==> config.mk <==
export PLATFORM = sky130hd
export DESIGN_NAME = video_pattern_gen
export DESIGN_NICKNAME = d
export VERILOG_FILES = /design/src/rtl/video_pattern_gen.sv
export SDC_FILE = /design/constraint.sdc
export NUM_CORES = 1
export LEC_CHECK = 0
export BUFFER_PORTS_ARGS = -buffer_cell sky130_fd_sc_hd__buf_2
export CAP_MARGIN = 20
export CORE_MARGIN = 10
export CORE_UTILIZATION = 55
export CTS_CLUSTER_SIZE = 25
export DETAILED_ROUTE_END_ITERATION = 16
export HOLD_SLACK_MARGIN = 0.06
export PLACE_DENSITY = 0.77
export SYNTH_ARGS = -nofsm -noshare
export SYNTH_HDL_FRONTEND = slang
export SYNTH_SLANG_ARGS = --single-unit
==> constraint.sdc <==
create_clock -name clk -period 2.69 [get_ports clk]
set_input_delay 0.807 -clock clk [delete_from_list [all_inputs] [get_ports clk]]
set_output_delay 0.807 -clock clk [all_outputs]
set_load 0.01 [all_outputs]
==> src/rtl/video_pattern_gen.sv <==
// video_pattern_gen: raster timing and test-pattern source on the pixel clock.
// It drives the dv/hs/vs + 8-bit RGB stream that the HDMI receiver would otherwise drive.
// Optional build macro PATTERN_SCROLL_EN adds a per-frame horizontal scroll to the
// gray ramp and checkerboard patterns.
//
// state  | meaning
// -------+-----------------------------------------------------------
// IDLE   | counters held at (0,0), outputs at idle levels
// RUN    | counters free-run, frames repeat while en is high
// DRAIN  | en dropped; finish the current frame, then return to IDLE
module video_pattern_gen #(
    parameter int unsigned H_ACTIVE = 1280,
    parameter int unsigned H_FP     = 110,
    parameter int unsigned H_SYNC   = 40,
    parameter int unsigned H_BP     = 220,
    parameter int unsigned V_ACTIVE = 720,
    parameter int unsigned V_FP     = 5,
    parameter int unsigned V_SYNC   = 5,
    parameter int unsigned V_BP     = 20,
    parameter bit          HS_POL   = 1'b1,
    parameter bit          VS_POL   = 1'b1,
    parameter int unsigned CHK_LOG2 = 5
) (
    input  logic        clk,
    input  logic        rst,
    input  logic        en,
    input  logic [1:0]  pattern_sel,
    input  logic [23:0] solid_rgb,
    output logic        dv_o,
    output logic        hs_o,
    output logic        vs_o,
    output logic [7:0]  r_o,
    output logic [7:0]  g_o,
    output logic [7:0]  b_o,
    output logic        frame_start_o,
    output logic        busy_o
);

    localparam int unsigned H_TOTAL = H_ACTIVE + H_FP + H_SYNC + H_BP;
    localparam int unsigned V_TOTAL = V_ACTIVE + V_FP + V_SYNC + V_BP;
    localparam int unsigned HW      = $clog2(H_TOTAL);
    localparam int unsigned VW      = $clog2(V_TOTAL);
    localparam int unsigned BAR_W   = H_ACTIVE / 8;
    localparam int unsigned BW      = (BAR_W > 1) ? $clog2(BAR_W) : 1;
    // Pattern x coordinate only needs the ramp byte and the checker bit.
    localparam int unsigned XW      = (CHK_LOG2 >= 8) ? CHK_LOG2 + 1 : 8;

    typedef enum logic [1:0] {S_IDLE, S_RUN, S_DRAIN} state_t;

    state_t          state, state_nxt;
    logic [HW-1:0]   h_cnt;
    logic [VW-1:0]   v_cnt;
    logic [BW-1:0]   bar_px;
    logic [2:0]      bar_idx;
    logic [1:0]      pat_q;
    logic [23:0]     solid_q;
    logic            running, start, h_last, v_last, frame_end;
    logic            active, hs_act, vs_act, chk_v;
    logic [XW-1:0]   hx;
    logic [23:0]     pix;

    assign running   = (state != S_IDLE);
    assign start     = (state == S_IDLE) && en;
    assign h_last    = (h_cnt == HW'(H_TOTAL - 1));
    assign v_last    = (v_cnt == VW'(V_TOTAL - 1));
    assign frame_end = running && h_last && v_last;

    // Next-state logic; a DRAIN that sees en again rejoins RUN without a timing break.
    always_comb begin
        state_nxt = state;
        case (state)
            S_IDLE:  if (en) state_nxt = S_RUN;
            S_RUN:   if (!en) state_nxt = S_DRAIN;
            S_DRAIN: begin
                if (en)             state_nxt = S_RUN;
                else if (frame_end) state_nxt = S_IDLE;
            end
            default: state_nxt = S_IDLE;
        endcase
    end

    // State register.
    always_ff @(posedge clk) begin
        if (rst) state <= S_IDLE;
        else     state <= state_nxt;
    end

    // Raster counters; held at (0,0) while idle so RUN always starts at pixel (0,0).
    always_ff @(posedge clk) begin
        if (rst || !running) begin
            h_cnt <= '0;
            v_cnt <= '0;
        end else if (h_last) begin
            h_cnt <= '0;
            v_cnt <= v_last ? '0 : v_cnt + 1'b1;
        end else begin
            h_cnt <= h_cnt + 1'b1;
        end
    end

    // Bar counter tracks h_cnt so colour-bar selection needs no divider.
    always_ff @(posedge clk) begin
        if (rst || !running || h_last) begin
            bar_px  <= '0;
            bar_idx <= '0;
        end else if (h_cnt < HW'(H_ACTIVE)) begin
            if (bar_px == BW'(BAR_W - 1)) begin
                bar_px  <= '0;
                bar_idx <= bar_idx + 1'b1;
            end else begin
                bar_px  <= bar_px + 1'b1;
            end
        end
    end

    // Pattern selection only changes on a frame boundary, never mid-frame.
    always_ff @(posedge clk) begin
        if (rst) begin
            pat_q   <= '0;
            solid_q <= '0;
        end else if (start || frame_end) begin
            pat_q   <= pattern_sel;
            solid_q <= solid_rgb;
        end
    end

`ifdef PATTERN_SCROLL_EN
    logic [7:0] scroll;

    // Scroll offset advances once per frame and restarts with every new run.
    always_ff @(posedge clk) begin
        if (rst || start)   scroll <= '0;
        else if (frame_end) scroll <= scroll + 1'b1;
    end

    assign hx = XW'(h_cnt) + XW'(scroll);
`else
    assign hx = XW'(h_cnt);
`endif

    // Position decode and pixel colour for the current counter position.
    always_comb begin
        active = (h_cnt < HW'(H_ACTIVE)) && (v_cnt < VW'(V_ACTIVE));
        hs_act = (h_cnt >= HW'(H_ACTIVE + H_FP)) && (h_cnt < HW'(H_ACTIVE + H_FP + H_SYNC));
        vs_act = (v_cnt >= VW'(V_ACTIVE + V_FP)) && (v_cnt < VW'(V_ACTIVE + V_FP + V_SYNC));
        chk_v  = |(v_cnt & (VW'(1) << CHK_LOG2));
        pix    = '0;
        case (pat_q)
            2'd0: pix = {{8{~bar_idx[1]}}, {8{~bar_idx[2]}}, {8{~bar_idx[0]}}};
            2'd1: pix = {3{hx[7:0]}};
            2'd2: pix = (hx[CHK_LOG2] ^ chk_v) ? 24'hFFFFFF : 24'h000000;
            default: pix = solid_q;
        endcase
    end

    // Single output register stage; idle levels whenever the generator is stopped.
    always_ff @(posedge clk) begin
        if (rst || !running) begin
            dv_o          <= 1'b0;
            hs_o          <= ~HS_POL;
            vs_o          <= ~VS_POL;
            {r_o, g_o, b_o} <= '0;
            frame_start_o <= 1'b0;
            busy_o        <= 1'b0;
        end else begin
            dv_o          <= active;
            hs_o          <= hs_act ? HS_POL : ~HS_POL;
            vs_o          <= vs_act ? VS_POL : ~VS_POL;
            {r_o, g_o, b_o} <= active ? pix : 24'h000000;
            frame_start_o <= (h_cnt == '0) && (v_cnt == '0);
            busy_o        <= 1'b1;
        end
    end

endmodule
==> results.md <==
* Outcome: finished clean
* Largest family of logic cells by synthesized area: simple AND/OR/NAND/NOR gates
* Synth Flop Type: dfxtp_1
* Die H at 105 um
* First-pass GRT wire length at 15,000 um
* Resized Gates After CTS at 0
* Period utilisation layout at 88.9%
* Vias in the first global route at 3,211
* CTS tree: yes
* Clock root buffer: clkbuf_8
* #FFs+latches synth at 89
* Required time of the critical path at 2.98 ns
* Post-Synth Adder-Cell Area at 2.81%
* Post-synth ARST share at 0%
* Nets at 525
* Mapped Nets at 473
* CTS Hold Bufs at 0
* Critical path's largest stage delay at 0.61 ns
* Worst hold path depth at 2
* Grt ovf at 0
* Compound-Gate Fraction of Synth Area at 11.9%
* Power density over the cells at 553 mW/mm2
* Clock Sinks at 89
* Period minus WS final at 2.39 ns
* Antenna-violating nets left at 0
* Yosys top cell by area: dfxtp_1
* WP data arrival at 2.68 ns
* Placer Congestion at 0.858
* Pre-antenna DRT Iters at 4
* Final setup viols at 0
* Post-CTS Setup Bufs at 0
* Cell at the slowest stage of the critical path: or4_4
* Antenna fix cells at 0
* Max Freq at 418 MHz
* Final Hold Fails at 0
* Avg Cell Area, Syn at 9.20 um2
* Tightest Hold Check Type: register to register
* Worst clock skew at 0.0126 ns
* Clock buffer depth at 2
* Starting Density at 55.8%
* Via-to-Cell Ratio at 5.51
* Post-route DRC at 0
* H-tree depth at 3
* Final TNS setup at 0 ns
* DR WL/cell at 15.0 um
* Final wirelength at 8870 um
* CP startpoint: h_cnt[7]$_SDFF_PP0_
* Clock slew at reported path FFs at 0.09 ns
* Synth Warn # at 0
* Core area at 0.00718 mm2
* EDFF count, synth at 0
* Area Growth Syn to Fin at 13.2%
* Num CTS Buffers at 9
* MaxCap Viol Count at 0
* Worst r2r src: h_cnt[7]$_SDFF_PP0_
* Lkg Pwr at 1.88 nW
* Vias at 3,255
* Share of layout cells above drive strength 1 at 18.9%
* Post-synth cell types at 47
* Final cell utilization of the core at 63.1%
* Hold Path Origin: solid_q[20]$_SDFFE_PP0P_
* Die footprint at 0.0111 mm2
* R2R depth at 4
* Largest net degree at the start of global routing at 55
* Ports at 58
* Maximum vdd drop at 0.410 mV
* Sequential area share after synthesis at 44.5%
* Worst setup SP type: register
* Number of port buffers at 57
* Fin. max-slew vios at 0
* Clock Latency Late Sink at 0.35 ns
* First DRT Iteration DRCs at 152
* Synth top cells by count: dfxtp_1 (89), nand2b_1 (54), nor2_1 (30)
* Yosys top cell area share at 44.5%
* Mux share of post-synthesis cell area at 7.00%
* Leading post-synthesis cells by cell area: dfxtp_1 (45%), nand2b_1 (8.4%), mux2i_1 (7.0%)
* RSZ-0062 raised after global routing: false
* Critical Path Fanout Max at 15
* XOR/XNOR Fraction of Synth Area at 4.16%
* Setup crit end kind: register
* Rows at 31
* Netlist Area Pre-Place at 0.00400 mm2
* Synthesized instance count at 435
* Worst slew margin at 58.1%
* GRT Total Usage at 15.9%
* Worst path cell trace: or4_4 > or3_1 > or4_1 > a21oi_1
* Setup CP Type: register to register
* Die width at 105 um
* Most numerous cell in the Yosys netlist: dfxtp_1
* Hpwl dp at 6210 um
* Initial antenna violation count at 0
* Simple-gate share of the synthesized area at 24.2%
* Worst Max-Slew Pin Slew at 0.629 ns
==> through the flow <==
step	cell area, um2	total power, W	setup slack, ns	hold WS [ns]	cells
4_1_cts	4530	0.00252	0.284	0.486	591
2_1_floorplan	4000	0.00161	0.449	0.452	435
3_5_place_dp	4340	0.00168	0.302	0.466	575
5_1_grt	4530	0.00261	0.197	0.508	591
6_report	4530	0.00250	0.297	0.480	591
3_3_place_gp	4340	0.00168	0.343	0.460	575
==> routing by layer <==
| metal | share of wire [%] | GRT usage [%] | vias up |
|---|---|---|---|
| li1 | - | - | 1622 |
| met1 | 44 | 19.6 | 1529 |
| met2 | 47 | 25.6 | 87 |
| met3 | 6.7 | 4.32 | 17 |
| met4 | 1.7 | 6.86 | 0 |
| met5 | 0 | 0 | - |
==> cell families (layout without fill, tap and decap cells) <==
kind of cell             Yosys count  in the layout
multiplexers                      28             28
adder cells (fa/ha/maj)            9              9
buffers and inverters             42             99
AO/OA/AOI/OAI                     78             78
XOR/XNOR                          19             19
flip-flops                        89             89
AND/OR/NAND/NOR                  170            170
==> critical path: cells and delay by family, from the launching register on <==
family | cells | cell delay (ns)
flops | 1 | 0.41
simple gates | 3 | 1.77
compound gates | 1 | 0.14
==> layout by cell type (no fill, tap or decap), types with 3 or more instances in the layout <==
master and count:
buf_4 14, nor3_1 20, a21oi_1 28, nor2_1 30
nand3_1 11, o31ai_1 4, inv_1 12, clkbuf_8 11
nor3b_1 3, ha_1 9, o22ai_1 17, nand2_1 11
a2bb2oi_1 7, dfxtp_1 89, or3_1 8, o21bai_1 3
or4_1 3, and3_1 4, mux2i_1 28, buf_2 57
xnor2_1 11, nand2b_1 54, xor2_1 8, nand4_1 7
o21ai_0 9, nor4_1 3
==> layout make-up <==
type / count / area, um2
fill: 640 / 2650
multi-input combinational: 304 / 2000
sequential: 89 / 1780
timing repair buffer: 71 / 390
clock buffer: 13 / 159
tap: 99 / 124
inverter: 12 / 45.0
clock inverter: 3 / 25.0
==> registers in the layout, indices dropped and copies added, names as in the netlist <==
name	count
vs_o	1
v_cnt	10
dv_o	1
bar_px	8
b_o	8
g_o	8
hs_o	1
state	2
frame_start_o	1
busy_o	1
solid_q	24
r_o	8
bar_idx	3
pat_q	2
h_cnt	11
==> worst paths after layout <==
check	slack, ns	endpoint
max	0.30	v_cnt[9]$_SDFFE_PN0N_
min	0.48	solid_q[20]$_SDFFE_PP0P_
max reg2reg	0.30	v_cnt[9]$_SDFFE_PN0N_
min reg2reg	0.48	solid_q[20]$_SDFFE_PP0P_
==> report_power, final <==
group          total (W)  leakage [nW]  switching [W]  internal (W)
clock network   0.000847        0.0898       0.000456      0.000391
registers        0.00140         0.725      0.0000313       0.00137
logic           0.000253          1.06       0.000134      0.000119
total            0.00250          1.88       0.000621       0.00188
(Power assumes the default switching activity.)
